`config.mk`:
```
export PLATFORM = sky130hd
export DESIGN_NAME = list_arbiter
export DESIGN_NICKNAME = d
export VERILOG_FILES = /design/src/rtl/list_arbiter.sv
export SDC_FILE = /design/constraint.sdc
export NUM_CORES = 1
export LEC_CHECK = 0
export ABC_AREA = 0
export CORE_ASPECT_RATIO = 2
export CORE_MARGIN = 3
export CORE_UTILIZATION = 47
export CTS_CLUSTER_DIAMETER = 30
export DETAILED_ROUTE_END_ITERATION = 6
export GPL_ROUTABILITY_DRIVEN = 0
export HOLD_SLACK_MARGIN = 0.02
export PLACE_DENSITY = 0.79
export SLEW_MARGIN = 20
export SYNTH_ARGS = -nofsm -noshare
export SYNTH_HDL_FRONTEND = slang
export SYNTH_SLANG_ARGS = --single-unit
```
`constraint.sdc`:
```
create_clock -name clock -period 1.6 [get_ports clock]
set_input_delay 0.24 -clock clock [delete_from_list [all_inputs] [get_ports clock]]
set_output_delay 0.24 -clock clock [all_outputs]
set_load 0.03 [all_outputs]
```
`src/rtl/list_arbiter.sv`:
```
// Two-client arbiter sharing one upstream list iterator. Each client request
// fetches the next element; once the list is exhausted, clients get invalid answers locally.
module list_arbiter #(
  parameter int WIDTH = 8
) (
  input  logic             clock,
  input  logic             reset_n,
  input  logic             ready,
  output logic             list_req,
  input  logic             list_ack,
  input  logic [WIDTH-1:0] list_value,
  input  logic             list_value_valid,
  input  logic             clientA_req,
  input  logic             clientB_req,
  output logic             clientA_ack,
  output logic             clientB_ack,
  output logic [WIDTH-1:0] clientA_value,
  output logic [WIDTH-1:0] clientB_value,
  output logic             clientA_value_valid,
  output logic             clientB_value_valid
);

  typedef enum logic [1:0] {IDLE, ISSUE, GAP} state_t;

  state_t state;
  logic   grant_b;
  logic   prio_b;
  logic   pend_a;
  logic   pend_b;
  logic   exhausted;
  logic   req_a_q;
  logic   req_b_q;

  logic   edge_a;
  logic   edge_b;
  logic   pick_b;
  logic   any_pend;

  assign edge_a   = clientA_req & ~req_a_q;
  assign edge_b   = clientB_req & ~req_b_q;
  assign any_pend = pend_a | pend_b;
  assign pick_b   = (pend_a & pend_b) ? prio_b : pend_b;

  always_ff @(posedge clock or negedge reset_n) begin
    if (!reset_n) begin
      state               <= IDLE;
      grant_b             <= 1'b0;
      prio_b              <= 1'b0;
      pend_a              <= 1'b0;
      pend_b              <= 1'b0;
      exhausted           <= 1'b0;
      req_a_q             <= 1'b0;
      req_b_q             <= 1'b0;
      list_req            <= 1'b0;
      clientA_ack         <= 1'b0;
      clientB_ack         <= 1'b0;
      clientA_value       <= '0;
      clientB_value       <= '0;
      clientA_value_valid <= 1'b0;
      clientB_value_valid <= 1'b0;
    end else begin
      req_a_q     <= clientA_req;
      req_b_q     <= clientB_req;
      clientA_ack <= 1'b0;
      clientB_ack <= 1'b0;
      if (!ready) begin
        state               <= IDLE;
        prio_b              <= 1'b0;
        pend_a              <= 1'b0;
        pend_b              <= 1'b0;
        exhausted           <= 1'b0;
        list_req            <= 1'b0;
        clientA_value_valid <= 1'b0;
        clientB_value_valid <= 1'b0;
      end else begin
        // Edges while a flag is already set fold into it; clears below win.
        pend_a <= pend_a | edge_a;
        pend_b <= pend_b | edge_b;
        case (state)
          IDLE: begin
            if (any_pend) begin
              grant_b <= pick_b;
              if (exhausted) begin
                // Answer locally: ack with an invalid element, list untouched.
                prio_b <= ~prio_b;
                if (pick_b) begin
                  clientB_ack         <= 1'b1;
                  clientB_value_valid <= 1'b0;
                  pend_b              <= 1'b0;
                end else begin
                  clientA_ack         <= 1'b1;
                  clientA_value_valid <= 1'b0;
                  pend_a              <= 1'b0;
                end
              end else begin
                state    <= ISSUE;
                list_req <= 1'b1;
              end
            end
          end
          ISSUE: begin
            if (list_ack) begin
              list_req <= 1'b0;
              state    <= GAP;
              prio_b   <= ~grant_b;
              if (!list_value_valid) exhausted <= 1'b1;
              if (grant_b) begin
                clientB_ack         <= 1'b1;
                clientB_value       <= list_value;
                clientB_value_valid <= list_value_valid;
                pend_b              <= 1'b0;
              end else begin
                clientA_ack         <= 1'b1;
                clientA_value       <= list_value;
                clientA_value_valid <= list_value_valid;
                pend_a              <= 1'b0;
              end
            end
          end
          GAP:     state <= IDLE;
          default: state <= IDLE;
        endcase
      end
    end
  end

endmodule

```
Word-level counts from Yosys, hierarchy flattened
Cells that the tools add are included.
{"block": "totals", "ff_bits": 30, "in_bits": 15}
{"block": "op_classes", "n_eq_ne": 13, "muxes": 62, "bitwise": 10, "reduce_logical": 10}
{"cell": "two-way mux 1 bit", "count": 49}
{"cell": "inequality test 3 bit (second input constant)", "count": 8}
{"cell": "one-hot mux 1 bit (2 select lines)", "count": 8}
{"cell": "AND reduction 4 bit", "count": 4}
{"cell": "AND reduction 6 bit", "count": 2}
{"cell": "AND reduction 3 bit", "count": 3}
{"cell": "two-way mux 2 bit", "count": 4}
{"cell": "inequality test 2 x 1 -> 1 bit (second input constant)", "count": 2}
{"cell": "inverter 1 bit", "count": 4}
{"cell": "one-hot mux 2 bit (2 select lines)", "count": 1}
{"cell": "AND 1 bit", "count": 3}
{"cell": "inequality test 3 x 1 -> 1 bit (second input constant)", "count": 1}
{"cell": "OR 1 bit", "count": 3}
{"cell": "equality test 2 x 1 -> 1 bit (second input constant)", "count": 1}
{"cell": "logical NOT 2 bit", "count": 1}
{"cell": "inequality test 2 bit (second input constant)", "count": 1}

Logic depth before layout (Yosys ltp)
Gate-level depths: netlist (run 1).
{"block": "depth", "word_depth": 8, "mapped_depth": 5}

Worst setup path after synthesis (run 1)
Ideal clock, no wire load.
{"block": "synth_timing", "path_type": "reg-to-reg", "start": "register state[1]", "end": "register clientA_value[0]", "arrival_time_ps": 1356, "t_required_ps": 1475, "path_slack_ps": 119, "path_stages_with_launch": 6, "period_less_slack_ps": 1481, "path_cell_list": "dfrtp_1 > buf_6 > and4b_4 > and2_4 > buf_8 > mux2_4"}
{"block": "synth_between", "elab_chain_cells": 2}
{"element": "from (decl)", "line": "25", "rtl": "state_t state;"}
{"element": "from (signal assigned)", "line": "46", "rtl": "state <= IDLE;"}
{"element": "from (signal assigned)", "line": "67", "rtl": "state <= IDLE;"}
{"element": "from (signal assigned)", "line": "96", "rtl": "state <= ISSUE;"}
{"element": "equality test 2 x 1 -> 1 bit", "line": "79", "rtl": "case (state)"}
{"element": "AND reduction 4 bit (no source line)"}
{"element": "to (signal assigned)", "line": "114", "rtl": "clientA_value <= list_value;"}
{"element": "to (decl)", "line": "17", "rtl": "output logic [WIDTH-1:0] clientA_value,"}
No other way between the ends.
A chain may end at the register's enable or synchronous reset.

Worst setup path in the final report (run 1)
{"block": "layout_timing", "start": "register list_req", "end": "output port list_req"}
{"element": "from (decl)", "line": "9", "rtl": "output logic list_req,"}
{"element": "from (signal assigned)", "line": "54", "rtl": "list_req <= 1'b0;"}
{"element": "from (signal assigned)", "line": "72", "rtl": "list_req <= 1'b0;"}
{"element": "from (signal assigned)", "line": "97", "rtl": "list_req <= 1'b1;"}
No word-level cell between the ends.

==> results list, run 1 <==
* Cell taking the most area after synthesis: sky130_fd_sc_hd__dfrtp_1
* Post-DP HPWL: 2.04 mm
* Final Cycle Share: 96.4%
* Data required time of the critical path: 1.36 ns
* Most numerous cell in the Yosys netlist: sky130_fd_sc_hd__dfrtp_1
- Placed insts: 156
* Number of antenna violations at the first check in global routing: 0
- Fraction of registers with async set or reset after synthesis: 100%
- The detail route stage leaves a number of antenna-violating nets equal to 0.
- Starting Density: 50.2%
- Area Overhead vs Synth: 37.2%
- The slowest stage of the critical path is the sky130_fd_sc_hd__clkdlybuf4s50_1 cell.
- Row Count: 26
- Horizontal die dimension: 43.3 µm
- In the routed design, unresolved DRC markers number 0.
* ANT cells: 0
- The number of buffers and inverters on the critical path is 1.
- DRT Wirelength: 2.70 mm
- In this run the cell area of the synthesized design comes to 1310 µm².
* CTS tree: built
- Clock latency on the worst-skew pair, taken at its later pin, is 0.28 ns.
- Number of hold violations in the final report: 0
- STA classifies the critical path startpoint as a register.
* Number of storage elements in the synthesis netlist: 30
* # nets final: 150
* Largest registers: clientA_value: 8 flops, clientB_value: 8 flops, state: 2 flops
* Synthesized instance count: 91
- Count of distinct cell types in the synthesized netlist: 35
* Outcome: finished clean
- In this run, synthesis inferred 0 flip-flops with an integrated enable.
- Using the TritonRoute via totals, the vias-per-cell ratio works out to 5.54.
- Chip Height: 80.6 µm
- Number of buffers added by the clock tree synthesis step: 5
- Layout Skew: 0.00734 ns
- In this run the post-CTS setup repair buffer count came out at 0.
* Avg WL per Cell: 16.5 µm
- The clock tree synthesis step divided the H-tree into 2 levels.
- Final period demand of the worst path: 1.54 ns
- Reg-to-reg setup timing slack: 0.15 ns
- VDD sags by at most 0.803 mV.
* Setup-violating endpoint count in the final report: 0
- The critical path is of the reg -> out type.
- Critical path's largest stage delay: 0.68 ns
- Global routing finished with a remaining overflow of 0.
- Data arrives at the worst endpoint at 1.30 ns.
- Synth top area share: 57.4%
- The floorplan step defined a core boundary enclosing 2600 µm².
- In this run the worst hold path is classified as in -> async.
- Leakage component of the power: 0.850 nW
- Worst R2R End: clientA_value[5]
- After the flow finishes, the layout carries non-filler instances totaling 164.
- The worst setup path is captured at an output pin.
* Max-Slew Margin vs Limit: 74.9%
* Root buffer cell: sky130_fd_sc_hd__clkbuf_8
* Biggest fanout along the worst timing path: 2
* Maximum buffer depth of the clock tree: 2
* Cells along the critical path: clkdlybuf4s50_1
* Largest net degree at the start of global routing: 31
* Clock transition time at the flip-flop clock pins of the worst setup and hold paths: 0.06 ns
- Startpoint of the lowest-slack register-to-register path: state[0]
* Commonest cells in the synthesized netlist: sky130_fd_sc_hd__dfrtp_1 (30), sky130_fd_sc_hd__mux2_2 (8), sky130_fd_sc_hd__mux2_4 (8)
* Mean Syn Cell Area: 14.4 µm²
* Vias in the first global route: 983
- The first global-routing pass estimated 4.49 mm of wire.
- Post-synthesis sequential area ratio: 57.4%
* IO Count: 36
- Kind of cell adding the most delay to the critical path: buffers and inverters
- DRC violation total after the first TritonRoute iteration: 11
- The die covers 3490 µm².
* Count of port buffers added during placement: 35
- Number of search-and-repair iterations in the first detailed-routing pass: 4
- The final count of pins violating max slew is 0.
- Total of max-cap violations: 0
- Of the cells placed in the final design, the portion with a size suffix greater than 1 is 27.9%.
* RSZ-0062 raised after global routing: false
- For this run, the number of Yosys warnings is 0.
- Once layout is complete, the utilization of the core stands at 68.9%.
- Global routing used 17.4% of the available tracks across all layers.
* Detailed-route via count: 908
- Transition time of the tightest slew-check pin: 0.374 ns
- The most used flip-flop cell after synthesis is sky130_fd_sc_hd__dfrtp_1.
* Reg2Reg Depth: 3
- By area the synthesized netlist is led by sky130_fd_sc_hd__dfrtp_1 (57%), sky130_fd_sc_hd__mux2_4 (9.2%), sky130_fd_sc_hd__mux2_2 (6.9%).
* Top achievable clock speed: 649 MHz
* Synthesized netlist net count: 106
- PD cells: 1650 nW/µm²
* Clock sinks: 30
## cell type report
type                    count  area, µm²
inverters                   1       3.75
clock inverters             1       5.00
well taps                  28       35.0
repair buffers             41        400
clock buffers               7       86.3
flip-flops and latches     30        752
fillers                   200        808
multi-input cells          56        512
## power breakdown
group          switching, mW  internal [mW]  total (mW)
clock network          0.257          0.346       0.603
logic                  0.625          0.612        1.24
registers              0.133          0.980        1.11
total                   1.01           1.94        2.95
## worst max path at each step
stage	startpoint	end	slack, ns	cells past startpoint
finish	list_req	list_req	0.06	1
global route	clientA_value[7]	clientA_value[7]	0.008	1
CTS	clientA_value[2]	clientA_value[2]	0.03	1
detailed placement	list_ack	prio_b	-0.14	5
global placement	list_ack	clientA_value[4]	-0.11	4
floorplan	state[1]	clientA_value[0]	0.12	5
## cells in the final DEF (no fill, tap or decap), types with 2 or more instances in the layout
cell type / instances
sky130_fd_sc_hd__mux2i_1: 2
sky130_fd_sc_hd__nor3b_1: 2
sky130_fd_sc_hd__buf_4: 6
sky130_fd_sc_hd__nor2_1: 4
sky130_fd_sc_hd__dlymetal6s2s_1: 2
sky130_fd_sc_hd__clkdlybuf4s50_1: 33
sky130_fd_sc_hd__mux2_2: 8
sky130_fd_sc_hd__mux2_4: 8
sky130_fd_sc_hd__dfrtp_1: 29
sky130_fd_sc_hd__clkbuf_8: 6
sky130_fd_sc_hd__o211a_1: 3
sky130_fd_sc_hd__a31oi_1: 2
sky130_fd_sc_hd__nand2_1: 2
sky130_fd_sc_hd__nor2b_1: 4
## routing by layer
layer	wire length (µm)	part of all wire, %	track usage, %
met1	997	37	18.2
met2	1450	54	29.8
met3	181	6.7	5.16
met4	74	2.7	9.97
met5	0	0	0
## kinds of logic after synthesis
family / count (synthesis) / synth area share [%]
compound gates: 12 / 7.75
mux: 18 / 17.6
simple gates: 26 / 13.8
flops: 30 / 57.4
buf+inv: 5 / 3.44
## timing repair
| item | in CTS | in global routing |
|---|---|---|
| hold buffers | 0 | 0 |
| gates resized for setup | 0 | 3 |
| setup endpoints to repair | 0 | 8 |
| hold endpoints to repair | 0 | 0 |
## stage by stage
step / hold slack (ns) / area (µm²) / worst slack [ns] / setup TNS (ns) / total power, mW
floorplan: -0.0556 / 1310 / 0.119 / 0 / 1.84
global placement: 0.488 / 1700 / -0.114 / -1.00 / 2.33
detailed placement: 0.494 / 1700 / -0.138 / -1.44 / 2.37
CTS: 0.357 / 1790 / 0.0292 / 0 / 2.99
global route: 0.379 / 1790 / 0.00792 / 0 / 3.10
finish: 0.350 / 1790 / 0.0582 / 0 / 2.95
Note: power is estimated with default switching activity, not from simulation.
==> run 2: changes to the inputs <==
Settings changed: HOLD_SLACK_MARGIN 0.02 to not set.
==> results of run 2 <==
The final DEF is identical to that of run 1; final timing and power are the same.
==> run 3: changes to the inputs <==
Settings changed: SKIP_CTS_REPAIR_TIMING set to 1.
==> results of run 3 <==
The final DEF is identical to that of run 1; final timing and power are the same.
